## config.mk

```make
export PLATFORM = sky130hd
export DESIGN_NAME = write_back_arbiter_flat
export DESIGN_NICKNAME = d
export VERILOG_FILES = /design/src/rtl/write_back_arbiter_pkg.sv /design/src/rtl/write_back_arbiter_if.sv /design/src/rtl/write_back_arbiter_wb_result_fifo.sv /design/src/rtl/write_back_arbiter.sv /design/src/flat_wrapper.sv
export SDC_FILE = /design/constraint.sdc
export NUM_CORES = 1
export LEC_CHECK = 0
export BUFFER_PORTS_ARGS = -buffer_cell sky130_fd_sc_hd__clkbuf_2
export CORE_MARGIN = 10
export CORE_UTILIZATION = 40
export DETAILED_ROUTE_END_ITERATION = 16
export GPL_ROUTABILITY_DRIVEN = 1
export PLACE_DENSITY = 0.65
export SETUP_SLACK_MARGIN = 0.2
export SLEW_MARGIN = 20
export SYNTH_ARGS = -nofsm -noshare
export SYNTH_HDL_FRONTEND = slang
export SYNTH_SLANG_ARGS = --single-unit
```

## constraint.sdc

```tcl
create_clock -name clk -period 5.22 [get_ports clk]
set_clock_uncertainty 0.2 [all_clocks]
set_input_delay 0.522 -clock clk [delete_from_list [all_inputs] [get_ports clk]]
set_output_delay 0.522 -clock clk [all_outputs]
set_load 0.02 [all_outputs]
```

## src/rtl/write_back_arbiter_pkg.sv

```systemverilog
// Shared types for the write-back stage: datapath widths, register masks and
// the buffered long-latency result entry.
package write_back_arbiter_pkg;

    localparam int DATA_WIDTH        = 32;
    localparam int REG_FILE_SIZE     = 32;
    localparam int REG_NUM_WIDTH     = $clog2(REG_FILE_SIZE);
    localparam int BUF_DEPTH_DEFAULT = 2;

    typedef logic [DATA_WIDTH-1:0]    DataPath;
    typedef logic [REG_NUM_WIDTH-1:0] RegNumPath;
    typedef logic [REG_FILE_SIZE-1:0] RegMaskPath;

    typedef struct packed {
        RegNumPath num;
        DataPath   data;
    } wb_entry_t;

    function automatic RegMaskPath reg_bit(input RegNumPath n);
        reg_bit = RegMaskPath'(1) << n;
    endfunction

endpackage

```

## src/rtl/write_back_arbiter_if.sv

```systemverilog
// Bundle of the ALU, long-latency, issue and register-file write signals.
// master = upstream/register-file side, slave = the write-back arbiter.
interface write_back_arbiter_if;
    import write_back_arbiter_pkg::*;

    logic       aluValid;
    RegNumPath  aluNum;
    DataPath    aluData;
    logic       lngValid;
    logic       lngReady;
    RegNumPath  lngNum;
    DataPath    lngData;
    logic       issueLng;
    RegNumPath  issueNum;
    RegMaskPath pendMask;
    logic       stallReq;
    DataPath    wrData;
    RegNumPath  wrNum;
    logic       regWrite;

    modport master (
        output aluValid, aluNum, aluData, lngValid, lngNum, lngData, issueLng, issueNum,
        input  lngReady, pendMask, stallReq, wrData, wrNum, regWrite
    );

    modport slave (
        input  aluValid, aluNum, aluData, lngValid, lngNum, lngData, issueLng, issueNum,
        output lngReady, pendMask, stallReq, wrData, wrNum, regWrite
    );
endinterface

```

## src/rtl/write_back_arbiter_wb_result_fifo.sv

```systemverilog
// Circular holding buffer for long-latency results; pointers wrap modulo
// BUF_DEPTH so non-power-of-two depths work.
module wb_result_fifo
    import write_back_arbiter_pkg::*;
#(
    parameter int BUF_DEPTH = BUF_DEPTH_DEFAULT
) (
    input  logic      clk,
    input  logic      rst,
    input  logic      push,
    input  wb_entry_t push_entry,
    input  logic      pop,
    output logic      full,
    output logic      empty,
    output wb_entry_t head
);

    localparam int PTR_W = (BUF_DEPTH > 1) ? $clog2(BUF_DEPTH) : 1;
    localparam int CNT_W = $clog2(BUF_DEPTH + 1);

    wb_entry_t        mem_q [BUF_DEPTH];
    logic [PTR_W-1:0] wr_ptr_q, wr_ptr_d;
    logic [PTR_W-1:0] rd_ptr_q, rd_ptr_d;
    logic [CNT_W-1:0] count_q, count_d;
    logic             push_ok;
    logic             pop_ok;

    function automatic logic [PTR_W-1:0] next_ptr(input logic [PTR_W-1:0] p);
        next_ptr = (p == PTR_W'(BUF_DEPTH - 1)) ? '0 : p + PTR_W'(1);
    endfunction

    assign full    = (count_q == CNT_W'(BUF_DEPTH));
    assign empty   = (count_q == '0);
    assign head    = mem_q[rd_ptr_q];
    assign push_ok = push && !full;
    assign pop_ok  = pop && !empty;

    always_comb begin
        wr_ptr_d = push_ok ? next_ptr(wr_ptr_q) : wr_ptr_q;
        rd_ptr_d = pop_ok  ? next_ptr(rd_ptr_q) : rd_ptr_q;
        count_d  = count_q;
        case ({push_ok, pop_ok})
            2'b10:   count_d = count_q + CNT_W'(1);
            2'b01:   count_d = count_q - CNT_W'(1);
            default: count_d = count_q;
        endcase
    end

    always_ff @(posedge clk) begin
        if (!rst) begin
            wr_ptr_q <= '0;
            rd_ptr_q <= '0;
            count_q  <= '0;
        end else begin
            wr_ptr_q <= wr_ptr_d;
            rd_ptr_q <= rd_ptr_d;
            count_q  <= count_d;
        end
        if (push_ok) begin
            mem_q[wr_ptr_q] <= push_entry;
        end
    end

endmodule

```

## src/rtl/write_back_arbiter.sv

```systemverilog
// Merges ALU and buffered long-latency results onto the single register-file
// write port and tracks outstanding long-latency destinations.
module write_back_arbiter
    import write_back_arbiter_pkg::*;
#(
    parameter int BUF_DEPTH = BUF_DEPTH_DEFAULT
) (
    input  logic                 clk,
    input  logic                 rst,
    write_back_arbiter_if.slave  bus
);

    logic       fifo_full;
    logic       fifo_empty;
    wb_entry_t  fifo_head;
    wb_entry_t  push_entry;
    logic       push;
    logic       pop;
    RegNumPath  sel_num;
    DataPath    sel_data;
    logic       regWrite_d, regWrite_q;
    RegNumPath  wrNum_d, wrNum_q;
    DataPath    wrData_d, wrData_q;
    RegMaskPath pend_d, pend_q;

    assign bus.lngReady = rst && !fifo_full;
    assign push         = bus.lngValid && bus.lngReady;
    assign push_entry   = '{num: bus.lngNum, data: bus.lngData};
    // The ALU cannot be back-pressured, so the buffer only drains on idle ALU cycles.
    assign pop          = !bus.aluValid && !fifo_empty;

    wb_result_fifo #(
        .BUF_DEPTH (BUF_DEPTH)
    ) u_fifo (
        .clk        (clk),
        .rst        (rst),
        .push       (push),
        .push_entry (push_entry),
        .pop        (pop),
        .full       (fifo_full),
        .empty      (fifo_empty),
        .head       (fifo_head)
    );

    always_comb begin
        sel_num    = bus.aluValid ? bus.aluNum  : fifo_head.num;
        sel_data   = bus.aluValid ? bus.aluData : fifo_head.data;
        regWrite_d = (bus.aluValid || pop) && (sel_num != '0);
        wrNum_d    = regWrite_d ? sel_num  : wrNum_q;
        wrData_d   = regWrite_d ? sel_data : wrData_q;

        // Clear first so a same-edge re-issue of the same register keeps it pending.
        pend_d = pend_q;
        if (pop) begin
            pend_d = pend_d & ~reg_bit(fifo_head.num);
        end
        if (bus.issueLng && (bus.issueNum != '0)) begin
            pend_d = pend_d | reg_bit(bus.issueNum);
        end
        pend_d[0] = 1'b0;
    end

    always_ff @(posedge clk) begin
        if (!rst) begin
            regWrite_q <= 1'b0;
            wrNum_q    <= '0;
            wrData_q   <= '0;
            pend_q     <= '0;
        end else begin
            regWrite_q <= regWrite_d;
            wrNum_q    <= wrNum_d;
            wrData_q   <= wrData_d;
            pend_q     <= pend_d;
        end
    end

    assign bus.regWrite = regWrite_q;
    assign bus.wrNum    = wrNum_q;
    assign bus.wrData   = wrData_q;
    assign bus.pendMask = pend_q;
    assign bus.stallReq = fifo_full;

endmodule

```

## src/flat_wrapper.sv

```systemverilog
// flat-port wrapper written by rule: the top's interface ports become plain ports
module write_back_arbiter_flat import write_back_arbiter_pkg::*;
#(
    parameter int BUF_DEPTH = BUF_DEPTH_DEFAULT
)
  (clk, rst, bus_aluValid, bus_aluNum, bus_aluData, bus_lngValid, bus_lngNum, bus_lngData, bus_issueLng, bus_issueNum, bus_lngReady, bus_pendMask, bus_stallReq, bus_wrData, bus_wrNum, bus_regWrite);
  write_back_arbiter_if bus_i ();
  input  logic clk;
  input  logic rst;
  input wire logic [$bits(bus_i.aluValid)-1:0] bus_aluValid;
  input wire logic [$bits(bus_i.aluNum)-1:0] bus_aluNum;
  input wire logic [$bits(bus_i.aluData)-1:0] bus_aluData;
  input wire logic [$bits(bus_i.lngValid)-1:0] bus_lngValid;
  input wire logic [$bits(bus_i.lngNum)-1:0] bus_lngNum;
  input wire logic [$bits(bus_i.lngData)-1:0] bus_lngData;
  input wire logic [$bits(bus_i.issueLng)-1:0] bus_issueLng;
  input wire logic [$bits(bus_i.issueNum)-1:0] bus_issueNum;
  output wire logic [$bits(bus_i.lngReady)-1:0] bus_lngReady;
  output wire logic [$bits(bus_i.pendMask)-1:0] bus_pendMask;
  output wire logic [$bits(bus_i.stallReq)-1:0] bus_stallReq;
  output wire logic [$bits(bus_i.wrData)-1:0] bus_wrData;
  output wire logic [$bits(bus_i.wrNum)-1:0] bus_wrNum;
  output wire logic [$bits(bus_i.regWrite)-1:0] bus_regWrite;
  assign bus_i.aluValid = bus_aluValid;
  assign bus_i.aluNum = bus_aluNum;
  assign bus_i.aluData = bus_aluData;
  assign bus_i.lngValid = bus_lngValid;
  assign bus_i.lngNum = bus_lngNum;
  assign bus_i.lngData = bus_lngData;
  assign bus_i.issueLng = bus_issueLng;
  assign bus_i.issueNum = bus_issueNum;
  assign bus_lngReady = bus_i.lngReady;
  assign bus_pendMask = bus_i.pendMask;
  assign bus_stallReq = bus_i.stallReq;
  assign bus_wrData = bus_i.wrData;
  assign bus_wrNum = bus_i.wrNum;
  assign bus_regWrite = bus_i.regWrite;
  write_back_arbiter #(.BUF_DEPTH(BUF_DEPTH)) u_core (.clk(clk), .rst(rst), .bus(bus_i));
endmodule
```

==> results of run 1 <==
[registers in the layout, indices dropped and copies added (netlist names), named ones only]
register and count:
u_core.bus.pendMask 31, u_core.bus.regWrite 1, u_core.bus.wrData 32, u_core.bus.wrNum 5
u_core.u_fifo.count_q 2, u_core.u_fifo.mem_q 74, u_core.u_fifo.rd_ptr_q 1, u_core.u_fifo.wr_ptr_q 1
[placed cells by master (no fill, tap or decap), types with 3 or more instances in the layout]
master / count
nand3_1: 12
nor2_1: 16
edfxtp_1: 74
clkbuf_16: 17
clkbuf_2: 154
buf_4: 5
a21oi_1: 33
a32o_1: 5
o21ai_0: 58
inv_6: 5
o21ai_1: 13
nor3_1: 4
and3b_1: 3
clkinv_4: 3
nand2_1: 123
and3_1: 4
nor3b_1: 6
xnor2_1: 3
mux2_2: 3
nor2b_1: 7
dfxtp_1: 73
nor4_1: 3
inv_8: 5
mux2i_1: 68
[where the power goes]
| part | internal (mW) | total (mW) | switching (mW) |
|---|---|---|---|
| registers | 1.35 | 1.41 | 0.0676 |
| logic | 0.276 | 0.723 | 0.447 |
| clock network | 0.679 | 1.20 | 0.523 |
| total | 2.30 | 3.34 | 1.04 |
[cell type report]
| class | count | area (um2) | area share (%) |
|---|---|---|---|
| clock buffer | 17 | 425 | 5.58 |
| clock inverter | 15 | 160 | 2.10 |
| inverter | 2 | 7.51 | 0.0985 |
| multi-input combinational | 381 | 2260 | 29.6 |
| sequential | 148 | 3700 | 48.6 |
| tap | 188 | 235 | 3.09 |
| timing repair buffer | 160 | 836 | 11.0 |
[metrics by stage]
step | std cells | setup slack, ns
finish | 911 | 2.07
global placement | 878 | 2.15
floorplan | 566 | 2.09
CTS | 910 | 2.00
global route | 911 | 1.89
detailed placement | 878 | 2.03
[worst max-delay path by stage]
stage	from	endpoint	depth (start not counted)
5_1_grt	flop	u_core.bus.wrData[3]	6
3_5_place_dp	flop	u_core.bus.wrData[0]	6
6_report	flop	u_core.bus.wrData[0]	6
3_3_place_gp	flop	u_core.bus.wrData[29]	6
4_1_cts	flop	u_core.bus.wrData[0]	6
2_1_floorplan	rst	u_core.u_fifo.mem_q[0][0]	3
[metal layers]
layer	vias up	share of wire [%]
met5	-	0
met4	0	1.8
met3	24	8.8
met2	173	47
met1	2153	43
li1	2308	-
[logic make-up (layout without fill, tap and decap cells)]
logic type | count (synthesis) | count (layout)
buffers and inverters | 37 | 194
and+or+nand+nor | 189 | 189
adders and majority gates | 1 | 1
muxes | 72 | 72
other | 1 | 1
xor gates and xnor gates | 4 | 4
DFF | 148 | 148
AOI/OAI and AO/OA | 114 | 114
==> summary.md, run 1 <==
| Metric | Value |
|---|---|
| Met1 usage in global routing | `18.4%` |
| Synth top cells by count | `nand2_1 (123), dfxtp_1 (74), edfxtp_1 (74)` |
| Antenna Nets Post-Route | `0` |
| Setup TNS Final | `0 ns` |
| Ys flop type | `edfxtp_1` |
| NumNets Final | `795` |
| Hold-fix buffers, CTS | `0` |
| Crit path kind | `reg -> reg` |
| Area Overhead vs Synth | `24.4%` |
| Design Area, Final | `7620 um2` |
| Clk pin slew, worst setup/hold paths | `0.06 ns` |
| 1st-pass router iterations | `4` |
| CTS tree | `built` |
| Dominant cell type by area after synthesis | `edfxtp_1` |
| Share of layout cells above drive strength 1 | `between 20% and 30%` |
| Number of fill cells in the layout | `1,334` |
| DR vias | `approximately 4,700` |
| PortBufs | `154` |
| Skew-Pair Late Insertion Delay | `0.42 ns` |
| Final period util | `60.4%` |
| Final core utilization | `about 51%` |
| Largest family of logic cells by synthesized area | `simple AND/OR/NAND/NOR gates` |
| H-tree depth | `4` |
| Vias in the first global route | `4,825` |
| Global placement routability congestion | `0.810` |
| Leakage | `2.98 nW` |
| Post-route minimum period | `3.15 ns` |
| Hold Crit Depth | `1` |
| GR Layer Usage met3 | `5.84%` |
| CP arrival | `3.30 ns` |
| Routed WL | `around 16,000 um` |
| First-pass GRT wire length | `between 20,000 and 25,000 um` |
| IO Count | `between 150 and 200` |
| Crit Path Max Fanout | `53` |
| Max-cap violation count | `0` |
| GR Util met2 | `about a quarter` |
| Status | `completed` |
| Tot GR Track Use | `15.4%` |
| HP Class | `in -> reg` |
| CP Launch Type | `flop` |
| Synth Area in Simple Gates | `a little over an eighth` |
| Setup violations, final | `0` |
| FMAX | `between 300 and 400 MHz` |
| Post-CTS Resized | `0` |
| Hold_ws | `roughly 0.083 ns` |
| Internal reg-to-reg setup slack | `2.07 ns` |
| CP endpoint kind | `flop` |
| Unrepaired setup endpoints after global routing | `false` |
| Core area | `15,100 um2` |
| Reg2reg path depth | `6` |
| Post-DR wirelength/cell | `17.2 um` |
| Top cell type's share of synthesized area | `between 30 and 40%` |
| Final Hold Fails | `0` |
| CP max-delay cell | `buf_4` |
| Post-Synth Adder-Cell Area | `0.204%` |
| Netlist Area Pre-Place | `about 6000 um2` |
| Pwr dens | `438 nW/um2` |
| Critical path's top delay family | `buffers and inverters` |
| Post-synth EDFFs | `74` |
| Drt via density | `5.11` |
| Gr ovfl total | `0` |
| Largest cells by area after synthesis | `edfxtp_1 (36%), dfxtp_1 (24%), mux2i_1 (11%)` |
| IR drop worst, VDD | `0.000292 V` |
| CP bufs+invs | `2` |
| Chip Height | `approximately 140 um` |
| Crit path cell chain | `buf_4 > mux2_4 > mux2_2 > a32oi_4 > buf_4 > mux2i_1` |
| Die width | `between 100 and 150 um` |
| Req. time, crit path | `5.36 ns` |
| WHS Endpoint | `u_core.u_fifo.mem_q[0][22]` |
| Critical Path Max Stage Delay | `0.59 ns` |
| Sequential share of the synthesized area | `60.4%` |
| HPWL Detailed | `11,400 um` |
| # rows | `45` |
| Slew margin rel. | `27.4%` |
| Post-CTS Setup Bufs | `0` |
| Syn Area/Cell | `10.8 um2` |
| Synth Area in XOR/XNOR | `0.572%` |
| Clk buf depth | `2` |
| Largest net degree at the start of global routing | `72` |
| Synth Area in Compound Gates | `10.1%` |
| Critical Path Most Common Cell | `buf_4` |
| Mux contribution to synthesized area | `11.9%` |
| Initial Util | `40.6%` |
| Syn Nets | `651` |
| Hold_sp | `bus_lngData[22]` |
| Root buf cell | `clkbuf_16` |
| Slew @ Worst Pin | `1.09 ns` |
| ANT cells | `0` |
| Yosys warns | `0` |
| Overall power | `3.34 mW` |
| Ys async rst share | `0%` |
| Initial antenna violation count | `0` |
| Yosys cell types | `38` |
| Clock sinks | `148` |
| Synth Register Bits | `148` |
| FF-to-FF End | `u_core.bus.wrData[0]` |
| Syn Inst Count | `566` |
| DRC Markers | `0` |
| DP Area | `7010 um2` |
| Most numerous cell in the Yosys netlist | `nand2_1` |
| Max Slew Vio Count | `0` |
| CTS Buf Count | `17` |
| Initial drt markers | `around 330` |
| GR peak layer | `met2` |
| Total die area | `20,700 um2` |
(Power assumes the default switching activity.)
==> inputs of run 2 (changes only) <==
--- a/config.mk
+++ b/config.mk
@@ -5,6 +5,7 @@
 export SDC_FILE = /design/constraint.sdc
 export NUM_CORES = 1
 export LEC_CHECK = 0
+export ABC_AREA = 1
 export BUFFER_PORTS_ARGS = -buffer_cell sky130_fd_sc_hd__clkbuf_2
 export CORE_MARGIN = 10
 export CORE_UTILIZATION = 40
==> constraint.sdc (replaced) <==
create_clock -name clk -period 3.1 [get_ports clk]
set_clock_uncertainty 0.2 [all_clocks]
set_input_delay 0.31 -clock clk [delete_from_list [all_inputs] [get_ports clk]]
set_output_delay 0.31 -clock clk [all_outputs]
set_load 0.02 [all_outputs]
==> summary.md, run 2 <==
| Metric | Value |
|---|---|
| Status | `completed` |
| Clk pin slew, worst setup/hold paths | `0.06 ns (about the same)` |
| Final Hold Fails | `0 (unchanged)` |
| Req. time, crit path | `3.27 ns (-2.09 ns)` |
| Netlist Area Pre-Place | `6180 um2 (+0.88%)` |
| Final core utilization | `53.0% (+2.5 points)` |
| Commonest non-fill, non-tap cell in the layout | `clkbuf_2` |
| Share of layout cells above drive strength 1 | `27.8% (+0.15 points)` |
| Pwr dens | `742 nW/um2 (+69%)` |
| Largest net degree at the start of global routing | `38 (-47%)` |
| NumNets Final | `942 (+18%)` |
| Unrepaired setup endpoints after global routing | `false` |
| FMAX | `462 MHz (+46%)` |
| Highest routed layer | `met4` |
| DP Area | `7070 um2 (+0.89%)` |
| Initial Util | `40.7% (+0.053 points)` |
| Number of fill cells in the layout | `1,436 (+7.6%)` |
| CTS Buf Count | `17 (unchanged)` |
| First-pass GRT wire length | `26,500 um (+7.7%)` |
| Crit path kind | `reg -> reg` |
| Most numerous cell in the Yosys netlist | `nand2_1` |
| Met2 Routed Length | `7940 um (+8.9%)` |
| DR vias | `5,178 (+11%)` |
| CP arrival | `2.33 ns (-0.97 ns)` |
| CP bufs+invs | `2 (unchanged)` |
| Antenna Nets Post-Route | `0 (unchanged)` |
| Syn Nets | `760 (+17%)` |
| Largest cells by area after synthesis | `edfxtp_1 (36%), dfxtp_1 (24%), nand2_1 (8.9%)` |
| Syn Inst Count | `675 (+19%)` |
| Ys flop type | `edfxtp_1` |
| Max-cap violation count | `0 (unchanged)` |
| Core area | `15,200 um2 (+0.75%)` |
| Overall power | `5.98 mW (+79%)` |
| Die width | `144 um (+0.38%)` |
| Initial antenna violation count | `1 (+1)` |
| Final period util | `69.8% (+9.4 points)` |
| Sequential share of the synthesized area | `59.9% (-0.53 points)` |
| IO Count | `156 (unchanged)` |
| Post-DR wirelength/cell | `15.9 um (-7.3%)` |
| Initial drt markers | `255 (-24%)` |
| Design Area, Final | `8060 um2 (+5.7%)` |
| 1st-pass router iterations | `5 (+1)` |
| Clk buf depth | `2 (unchanged)` |
| Routed WL | `16,900 um (+7.8%)` |
| # rows | `45 (unchanged)` |
| Drt via density | `4.89 (-4.4%)` |
| PortBufs | `154 (unchanged)` |
| Clock sinks | `148 (unchanged)` |
| HPWL Detailed | `11,700 um (+2.4%)` |
| DRC Markers | `0 (unchanged)` |
| M1 WL | `7290 um (+8.5%)` |
| Global placement routability congestion | `0.820 (+1.2%)` |
| Syn Area/Cell | `9.16 um2 (-15%)` |
| Chip Height | `144 um (+0.38%)` |
| Vias in the first global route | `5,069 (+5.1%)` |
| IR drop worst, VDD | `0.000417 V (+43%)` |
| Synth top cells by count | `nand2_1 (146), nand3_1 (105), dfxtp_1 (74), edfxtp_1 (74), o21ai_0 (66)` |
| Max Slew Vio Count | `0 (unchanged)` |
| H-tree depth | `4 (unchanged)` |
| Post-synth EDFFs | `74 (unchanged)` |
| DP Worst Slack | `0.908 ns (-1.12 ns)` |
| Slew @ Worst Pin | `0.611 ns (-0.476 ns)` |
| Yosys cell types | `31 (-18%)` |
| Total die area | `20,800 um2 (+0.76%)` |
| Crit path cell chain | `buf_4 > nand2_1 > nand3_1 > nand2_1 > nand3_2 > o21bai_4 > inv_4 > nor2_1 > nor2_1` |
| Synth Register Bits | `148 (unchanged)` |
| CTS tree | `built` |
| Final Non-Filler Cells | `1,059 (+16%)` |
| Setup violations, final | `0 (unchanged)` |
| Tot GR Track Use | `16.4% (+1.1 points)` |
| Root buf cell | `clkbuf_16` |
| Critical path's top delay family | `buffers and inverters` |
| Hold-fix buffers, CTS | `38 (+38)` |
| Slew margin rel. | `59.2% (+32 points)` |
| Crit Path Max Fanout | `37 (-30%)` |
| Largest register FFs | `74 (unchanged)` |
| Ys async rst share | `0% (unchanged)` |
| Post-CTS Setup Bufs | `0 (unchanged)` |
| HP Class | `in -> reg` |
| Most frequent cells in the layout | `clkbuf_2 (154), nand2_1 (146), nand3_1 (105), dfxtp_1 (74), edfxtp_1 (74)` |
| WL met3 | `1370 um (-0.36%)` |
| Reg with most FFs | `u_core.u_fifo.mem_q` |
| Leakage | `3.42 nW (+15%)` |
| Placed Cells | `988 (+13%)` |
| CP max-delay cell | `inv_4` |
| Top cell type's share of synthesized area | `35.9% (-0.32 points)` |
| Yosys warns | `0 (unchanged)` |
| Post-CTS Resized | `0 (unchanged)` |
| Dominant cell type by area after synthesis | `edfxtp_1` |
| Setup ws final | `0.936 ns (-1.13 ns)` |
| Gr ovfl total | `0 (unchanged)` |
| Post-route minimum period | `2.16 ns (-0.990 ns)` |
| Area Overhead vs Synth | `30.4%` |
| Skew-Pair Late Insertion Delay | `0.43 ns (about the same)` |
| CP Launch Type | `flop` |
| Critical Path Max Stage Delay | `0.42 ns (-0.17 ns)` |
| CP endpoint kind | `flop` |
[run 2: kinds of logic after synthesis]
kind of cell | after synthesis | synth area share, %
simple gates | 357 | 25.9
flops | 148 | 59.9
compound gates | 107 | 8.95
buf+inv | 60 | 4.88
xor+xnor | 1 | 0.142
fa+ha+maj | 1 | 0.202
other cells | 1 | 0.0607
[run 2: cell type report]
| cell class | count | area (um2) | share of cell area, % |
|---|---|---|---|
| flip-flops and latches | 148 | 3700 | 45.9 |
| multi-input cells | 467 | 2190 | 27.2 |
| well taps | 188 | 235 | 2.92 |
| inverters | 20 | 77.6 | 0.962 |
| diodes | 1 | 2.50 | 0.0310 |
| clock buffers | 22 | 485 | 6.02 |
| repair buffers | 203 | 1250 | 15.5 |
| clock inverters | 10 | 119 | 1.47 |
[run 2: per-stage QoR]
step | TNS (ns) | hold WS [ns]
6_report | 0 | 0.0273
5_1_grt | 0 | 0.0452
4_1_cts | 0 | 0.0140
3_5_place_dp | 0 | 0.249
3_3_place_gp | 0 | 0.235
2_1_floorplan | -12.46 | 0.209
[run 2: worst paths after layout]
check	cells after the start	slack [ns]	from	endpoint
worst max register to register	9	0.94	flop	u_core.bus.wrData[13]
worst min register to register	1	0.26	u_core.u_fifo.rd_ptr_q	flop
worst max-delay path	9	0.94	flop	u_core.bus.wrData[13]
worst min-delay path	4	0.03	bus_issueNum[3]	u_core.bus.pendMask[16]
[run 2: metal layers]
metal	global-route usage [%]	up-vias
met5	0	-
met4	5.80	0
met3	5.84	25
met2	26.2	168
met1	20.1	2325
li1	-	2660
[run 2: report_power, final]
| group | internal, mW | switching [mW] | leakage [nW] | total [mW] |
|---|---|---|---|---|
| Combinational | 0.481 | 1.02 | 1.84 | 1.50 |
| Clock | 1.28 | 0.798 | 0.297 | 2.08 |
| Sequential | 2.28 | 0.125 | 1.29 | 2.41 |
[run 2: worst min-delay path, cell delays in order]
cell	delay [ns]
clkbuf_2	0.09
inv_1	0.06
nand4_1	0.08
a21oi_1	0.06
